File: src/rtl/decoder_onehot_scan.sv
// Registered N-to-2^N one-hot decoder with direct-decode and auto-scan modes.
// Optional macro DECODER_ACTIVE_LOW_EN makes D active-low (idle value all ones).
module decoder_onehot_scan #(
   parameter int SEL_W = 2,
   parameter int DWELL = 4
) (
   input  logic                  clk,
   input  logic                  rst_n,
   input  logic                  en,
   input  logic                  mode,
   input  logic [SEL_W-1:0]      y,
   input  logic                  load,
   output logic [2**SEL_W-1:0]   D,
   output logic [SEL_W-1:0]      idx,
   output logic                  wrap
);

   localparam int N     = 2**SEL_W;
   localparam int CNT_W = (DWELL > 1) ? $clog2(DWELL) : 1;
   localparam logic [CNT_W-1:0] CNT_MAX = CNT_W'(DWELL - 1);
   localparam logic [SEL_W-1:0] IDX_MAX = SEL_W'(N - 1);

`ifdef DECODER_ACTIVE_LOW_EN
   localparam logic ACT_LOW = 1'b1;
`else
   localparam logic ACT_LOW = 1'b0;
`endif
   localparam logic [N-1:0] IDLE = {N{ACT_LOW}};

   logic [N-1:0]     d_q, d_d;
   logic [SEL_W-1:0] idx_q, idx_d;
   logic [CNT_W-1:0] cnt_q, cnt_d;
   logic             wrap_q, wrap_d;
   logic             mode_q;
   logic [N-1:0]     onehot;

   always_comb begin
      idx_d  = idx_q;
      cnt_d  = cnt_q;
      wrap_d = 1'b0;
      if (!mode) begin
         idx_d = y;
         cnt_d = '0;
      end else if (!mode_q || load) begin
         // scan entry and explicit load both restart at y and beat any step
         idx_d = y;
         cnt_d = '0;
      end else if (en) begin
         if (cnt_q == CNT_MAX) begin
            cnt_d  = '0;
            idx_d  = idx_q + SEL_W'(1);
            wrap_d = (idx_q == IDX_MAX);
         end else begin
            cnt_d = cnt_q + CNT_W'(1);
         end
      end
      onehot        = '0;
      onehot[idx_d] = en;
      d_d           = ACT_LOW ? ~onehot : onehot;
   end

   always_ff @(posedge clk) begin
      if (!rst_n) begin
         d_q    <= IDLE;
         idx_q  <= '0;
         cnt_q  <= '0;
         wrap_q <= 1'b0;
         mode_q <= 1'b0;
      end else begin
         d_q    <= d_d;
         idx_q  <= idx_d;
         cnt_q  <= cnt_d;
         wrap_q <= wrap_d;
         mode_q <= mode;
      end
   end

   assign D    = d_q;
   assign idx  = idx_q;
   assign wrap = wrap_q;

endmodule

File: config.mk
export PLATFORM = sky130hd
export DESIGN_NAME = decoder_onehot_scan
export DESIGN_NICKNAME = d
export VERILOG_FILES = /design/src/rtl/decoder_onehot_scan.sv
export SDC_FILE = /design/constraint.sdc
export NUM_CORES = 1
export LEC_CHECK = 0
export ABC_CLOCK_PERIOD_IN_PS = 4100
export BUFFER_PORTS_ARGS = -buffer_cell sky130_fd_sc_hd__buf_4
export CAP_MARGIN = 20
export CORE_AREA = 2 2 39 41
export DETAILED_ROUTE_END_ITERATION = 6
export DIE_AREA = 0 0 41 43
export GPL_ROUTABILITY_DRIVEN = 0
export PLACE_DENSITY = 0.57
export REMOVE_ABC_BUFFERS = 1
export SLEW_MARGIN = 0
export SYNTH_ARGS = -nofsm -noshare
export SYNTH_HDL_FRONTEND = slang
export SYNTH_SLANG_ARGS = --single-unit
File: constraint.sdc
create_clock -name clk -period 4.1 [get_ports clk]
set_clock_uncertainty 0.05 [all_clocks]
set_input_delay 0.41 -clock clk [delete_from_list [all_inputs] [get_ports clk]]
set_output_delay 0.41 -clock clk [all_outputs]
set_load 0.02 [all_outputs]
==> results of run 1 <==
[worst max-delay path, delay by kind of cell (launching register included)]
kind	cells	cell delay (ns)
compound gates	1	0.22
simple gates	2	0.45
flops	1	0.34
fa+ha+maj	1	0.25
[flip-flops by register name (all words and copies together), names as in the netlist]
name and cells:
idx 2, mode_q 1, wrap 1, D 4
cnt_q 2
[power by group]
| part | switching, mW | total [mW] | internal (mW) |
|---|---|---|---|
| registers | 0.00190 | 0.102 | 0.100 |
| logic | 0.0128 | 0.0258 | 0.0130 |
| clock network | 0.0318 | 0.0657 | 0.0339 |
| total | 0.0466 | 0.194 | 0.147 |
[synthesized netlist by cell type, drive strengths merged, types with 2 or more instances]
library cell,count
buf,2
dfxtp,10
ha,3
mux2i,3
nand2,2
nand3,2
nor2,5
nor4,2
o2111a,2
xor2,2
[cell families (layout without fill, tap and decap cells)]
family / after synthesis / after routing / share of synthesized area (%)
AOI/OAI and AO/OA: 5 / 5 / 8.99
DFF: 10 / 10 / 42.3
and+or+nand+nor: 16 / 16 / 22.8
buffers and inverters: 2 / 16 / 4.76
adders and majority gates: 3 / 3 / 7.94
muxes: 4 / 4 / 9.52
xor gates and xnor gates: 2 / 2 / 3.70
[worst paths after layout]
path / endpoint / cells after the start / start
max: D[3] / 4 / cnt_q[0]
max reg2reg: D[3] / 4 / cnt_q[0]
min reg2reg: wrap / 2 / mode_q
min: mode_q / 2 / mode
[routing by layer]
metal,vias to the layer above,track usage (%),part of all wire [%]
met5,-,0,0
met4,0,12.0,3.0
met3,4,3.14,4.8
met2,10,16.9,48
met1,165,16.0,44
li1,180,-,-
[cell usage in the layout (no fill, tap or decap), drive strengths merged]
master,count
and2,1
nand2,2
mux2i,3
nand3,2
dfxtp,10
buf,13
o21ai,1
xor2,2
nand3b,1
nor3b,1
a21bo,1
nor2,5
and3,1
ha,3
a21oi,1
o2111a,2
nor4,2
mux2,1
clkbuf,3
and3b,1
[metrics by stage]
step | total power, mW | hold slack [ns] | util (%) | setup WS [ns]
2_1_floorplan | 0.118 | 0.432 | - | 2.72
3_3_place_gp | 0.130 | 0.459 | 41.0 | 2.57
3_5_place_dp | 0.130 | 0.486 | 41.0 | 2.54
4_1_cts | 0.197 | 0.331 | 42.7 | 2.70
5_1_grt | 0.204 | 0.345 | 42.7 | 2.65
6_report | 0.194 | 0.332 | 42.7 | 2.70
[layout make-up]
| type | instances | area (um2) | share of cell area, % |
|---|---|---|---|
| Sequential cell | 10 | 200 | 33.9 |
| Tap cell | 16 | 20.0 | 3.39 |
| Clock buffer | 3 | 22.5 | 3.81 |
| Timing Repair Buffer | 13 | 97.6 | 16.5 |
| Multi-Input combinational cell | 30 | 250 | 42.4 |
==> impl_metrics.tcl, run 1 <==
set metrics [dict create \
    start_util_pct 34.2 \
    root_buffer "clkbuf_4" \
    grt_pass1_wl_um 1470 \
    die-area_mm2 0.00176 \
    cts_resized 0 \
    yosysSeqAreaShare_pct 42.3 \
    hold_viol 0 \
    synthTopCellsByArea "dfxtp_1 42%, ha_1 7.9%, mux2i_1 6.3%" \
    irDropWorstVdd_uv 125 \
    finalSetupTns_ns 0 \
    worstMarginPinSlew_ns 0.274 \
    p_leak_nw 0.270 \
    n_antenna_cell 0 \
    synthFlopType "dfxtp_1" \
    hpwl_um 632 \
    grt_antenna_before_repair 0 \
    yosysWarnings 0 \
    ioPinCount 14 \
    drv_cap 0 \
    rsz0062_at_grt "no" \
    final-max-slew-violation-count 0 \
    power_density_mw_per_mm2 328 \
    synthArstFlopShare_pct 0 \
    postSynthCellCount 42 \
    relSlewSlack_pct 81.7 \
    postCtsHoldBufs 0 \
    clkTransAtPathRegs_ns 0.06 \
    rows 14 \
    routedWlPerCell_um 11.6 \
    synth_top_area_share_pct 42.3 \
    cts_buffer_depth 2 \
    crit_chain "ha_1 -> a21bo_2 -> and3_4 -> nor4_1" \
    layout-drive-gt1-share_pct 37.5 \
    status "complete, no violations" \
    synth-seq-cells 10 \
    avgSynthCellArea_um2 11.3 \
    io_buffers 13 \
    drt-total-wl_um 835 \
    dp.cells 69 \
    critPathMaxStageDelay_ns 0.34 \
    ys_types 21 \
    post-cts-setup-buffer-count 0 \
    nNetsFinal 68 \
    routed-via-count 359 \
    syn_to_final_growth_pct 24.9 \
    cp.required_ns 4.22 \
    crit_fanout 5 \
    synth_top_cell_by_area "dfxtp_1" \
    ff2ff_setup_slack_ns 2.70 \
    h-tree-depth 1 \
    synth_edf_count 0 \
    hp-class "in2reg" \
    slowest_stage "dfxtp_1" \
    route.detailed.drc 0 \
    fillCellCount 143 \
    numCtsBuffers 3 \
    die_x_um 41 \
    clock_sinks 10 \
    grt-ovfl-total 0 \
    grt_start_max_net_pins 10 \
    crit_path_start_kind "register" \
    syn_area_um2 473 \
    avgViaCountPerCell 4.99 \
    drt_pre_antenna_iters 1 \
    chipHeight_um 43 \
    clkLatencyLatePin_ns 0.26 \
    grt_pass1_vias 340 \
    setup_viol 0 \
    stdcell_area_um2 591 \
    max_freq_mhz 716 \
    critical_path_class "reg2reg" \
    drtIter0Drc 0 \
    fin_crit_sh_pct 34.1 \
    min_period_ns 1.40 \
    arrival_ns 1.52 \
    layoutNonFillerInstCount 72 \
    postRouteAntennaNets 0 \
    grtUsageTotal_pct 12.8 \
    crit_path_end_kind "register" \
    tritoncts "done" \
    core-area_mm2 0.00138 \
    place_area_um2 568 \
]
Power figures use the tool's default switching activity.
==> run 2: changes to the inputs <==
ABC_CLOCK_PERIOD_IN_PS = 1200   (was 4100)
PLACE_DENSITY = 0.6   (was 0.57)
clock period = 1.2 ns   (was 4.1 ns; I/O delays follow)
==> impl_metrics.tcl, run 2 (synthesized netlist as in run 1, its figures left out) <==
set metrics [dict create \
    h-tree-depth 1 \
    crit_path_start "cnt_q[1]" \
    fin_crit_sh_pct 105 \
    n_antenna_cell 0 \
    cp_num_buf_inv 0 \
    worstMarginPinSlew_ns 0.168 \
    clkTransAtPathRegs_ns 0.06 \
    path_delay_family "flip-flops" \
    layout_common_cells "18 x buf_4, 5 x dfxtp_1, 4 x nor2_1" \
    hpwl_um 662 \
    ioPinCount 14 \
    hold_start "mode" \
    max_freq_mhz 791 \
    core-area_mm2 0.00138 \
    post-cts-setup-buffer-count 0 \
    hp-class "in2reg" \
    slowest_stage "dfxtp_4" \
    layout-drive-gt1-share_pct 65.1 \
    grt_antenna_before_repair 0 \
    setup_ws_ns -0.0640 \
    drtIter0Drc 9 \
    fin_hold_ws_ns 0.0539 \
    stdcell_area_um2 748 \
    start_util_pct 34.2 \
    grtUsageTotal_pct 13.6 \
    critical_path_class "reg2reg" \
    tritoncts "done" \
    r2r_cells 4 \
    setup_viol 4 \
    hold_viol 0 \
    layoutNonFillerInstCount 79 \
    numCtsBuffers 3 \
    drt-total-wl_um 919 \
    dp.cells 76 \
    critPathMaxStageDelay_ns 0.37 \
    grt_pass1_vias 350 \
    postCtsHoldBufs 0 \
    io_buffers 13 \
    routedWlPerCell_um 11.6 \
    final-max-slew-violation-count 0 \
    r2r_end "D[1]" \
    chipHeight_um 43 \
    drv_cap 0 \
    cts_buffer_depth 2 \
    crit_fanout 3 \
    min_path_cells 2 \
    grt_pass1_wl_um 1560 \
    status "complete, but fails checks" \
    holdPathEnd "mode_q" \
    avgViaCountPerCell 4.84 \
    power_density_mw_per_mm2 922 \
    worstReg2RegStart "cnt_q[1]" \
    grt-ovfl-total 0 \
    route.detailed.drc 0 \
    nNetsFinal 75 \
    arrival_ns 1.37 \
    min_period_ns 1.26 \
    fillCellCount 124 \
    crit_path_start_kind "register" \
    rows 14 \
    finalSetupTns_ns -0.204 \
    cp.required_ns 1.30 \
    p_leak_nw 0.309 \
    crit_chain "ha_4 -> xor2_4 -> mux2_4 -> o2111a_1" \
    die_x_um 41 \
    rsz0062_at_grt "yes" \
    mostFrequentLayoutCell "buf_4" \
    clock_sinks 10 \
    largest_reg_flops 4 \
    die-area_mm2 0.00176 \
    routed-via-count 382 \
    finalPower_mw 0.690 \
    relSlewSlack_pct 88.5 \
    violations "negative setup slack" \
    irDropWorstVdd_uv 396 \
    drt_pre_antenna_iters 4 \
    postRouteAntennaNets 0 \
    crit_path_end_kind "register" \
    clkLatencyLatePin_ns 0.26 \
    ff2ff_setup_slack_ns -0.06 \
    syn_to_final_growth_pct 58.2 \
    root_buffer "clkbuf_4" \
    place_area_um2 621 \
    grt_start_max_net_pins 10 \
]
run 2: cell count changes in the layout (fill, tap and decap cells not counted), moves of 2 or more:
cell	previous run	this run
buf_4	13	18
buf_6	0	2
dfxtp_1	10	5
dfxtp_2	0	3
dfxtp_4	0	2
ha_1	3	0
ha_4	0	3
run 2: per-stage QoR:
step	utilization, %	setup slack [ns]
floorplan	-	-0.130
detailed placement	44.8	-0.122
CTS	51.7	-0.0598
global placement	44.8	-0.138
finish	54.1	-0.0640
global route	54.1	-0.107
run 2: cell type report:
class                      count  area [um2]  share of cell area [%]
clock buffer                   3        22.5                    3.01
timing repair buffer          20         158                    21.1
tap                           16        20.0                    2.68
multi-input combinational     30         337                    45.0
sequential                    10         211                    28.3
run 2: worst max path at each step:
| stage | end | slack, ns | cells past startpoint |
|---|---|---|---|
| CTS | D[0] | -0.06 | 4 |
| detailed placement | D[0] | -0.12 | 4 |
| finish | D[1] | -0.06 | 4 |
| global route | D[3] | -0.11 | 4 |
| global placement | D[3] | -0.14 | 4 |
| floorplan | D[0] | -0.13 | 4 |
run 2: repair_timing:
item | 4_1_cts | 5_1_grt
hold endpoints to repair | 0 | 0
pin swaps | 6 | 1
resized for setup | 15 | 7
setup endpoints to repair | 5 | 5
run 2: power breakdown:
| group | internal, mW | switching [mW] | leakage (nW) |
|---|---|---|---|
| clock network | 0.116 | 0.109 | 0.0138 |
| logic | 0.0623 | 0.0559 | 0.211 |
| registers | 0.339 | 0.00736 | 0.0841 |
| total | 0.517 | 0.173 | 0.309 |
run 2: metal layers:
metal  track usage, %  part of all wire (%)  up-vias  routed length (um)
met1             18.3                    43      174                 395
met3             6.28                   5.2        0                  48
met4             6.00                     0        0                   0
met5                0                     0        -                   0
li1                 -                     -      198                   -
met2             18.1                    52       10                 475
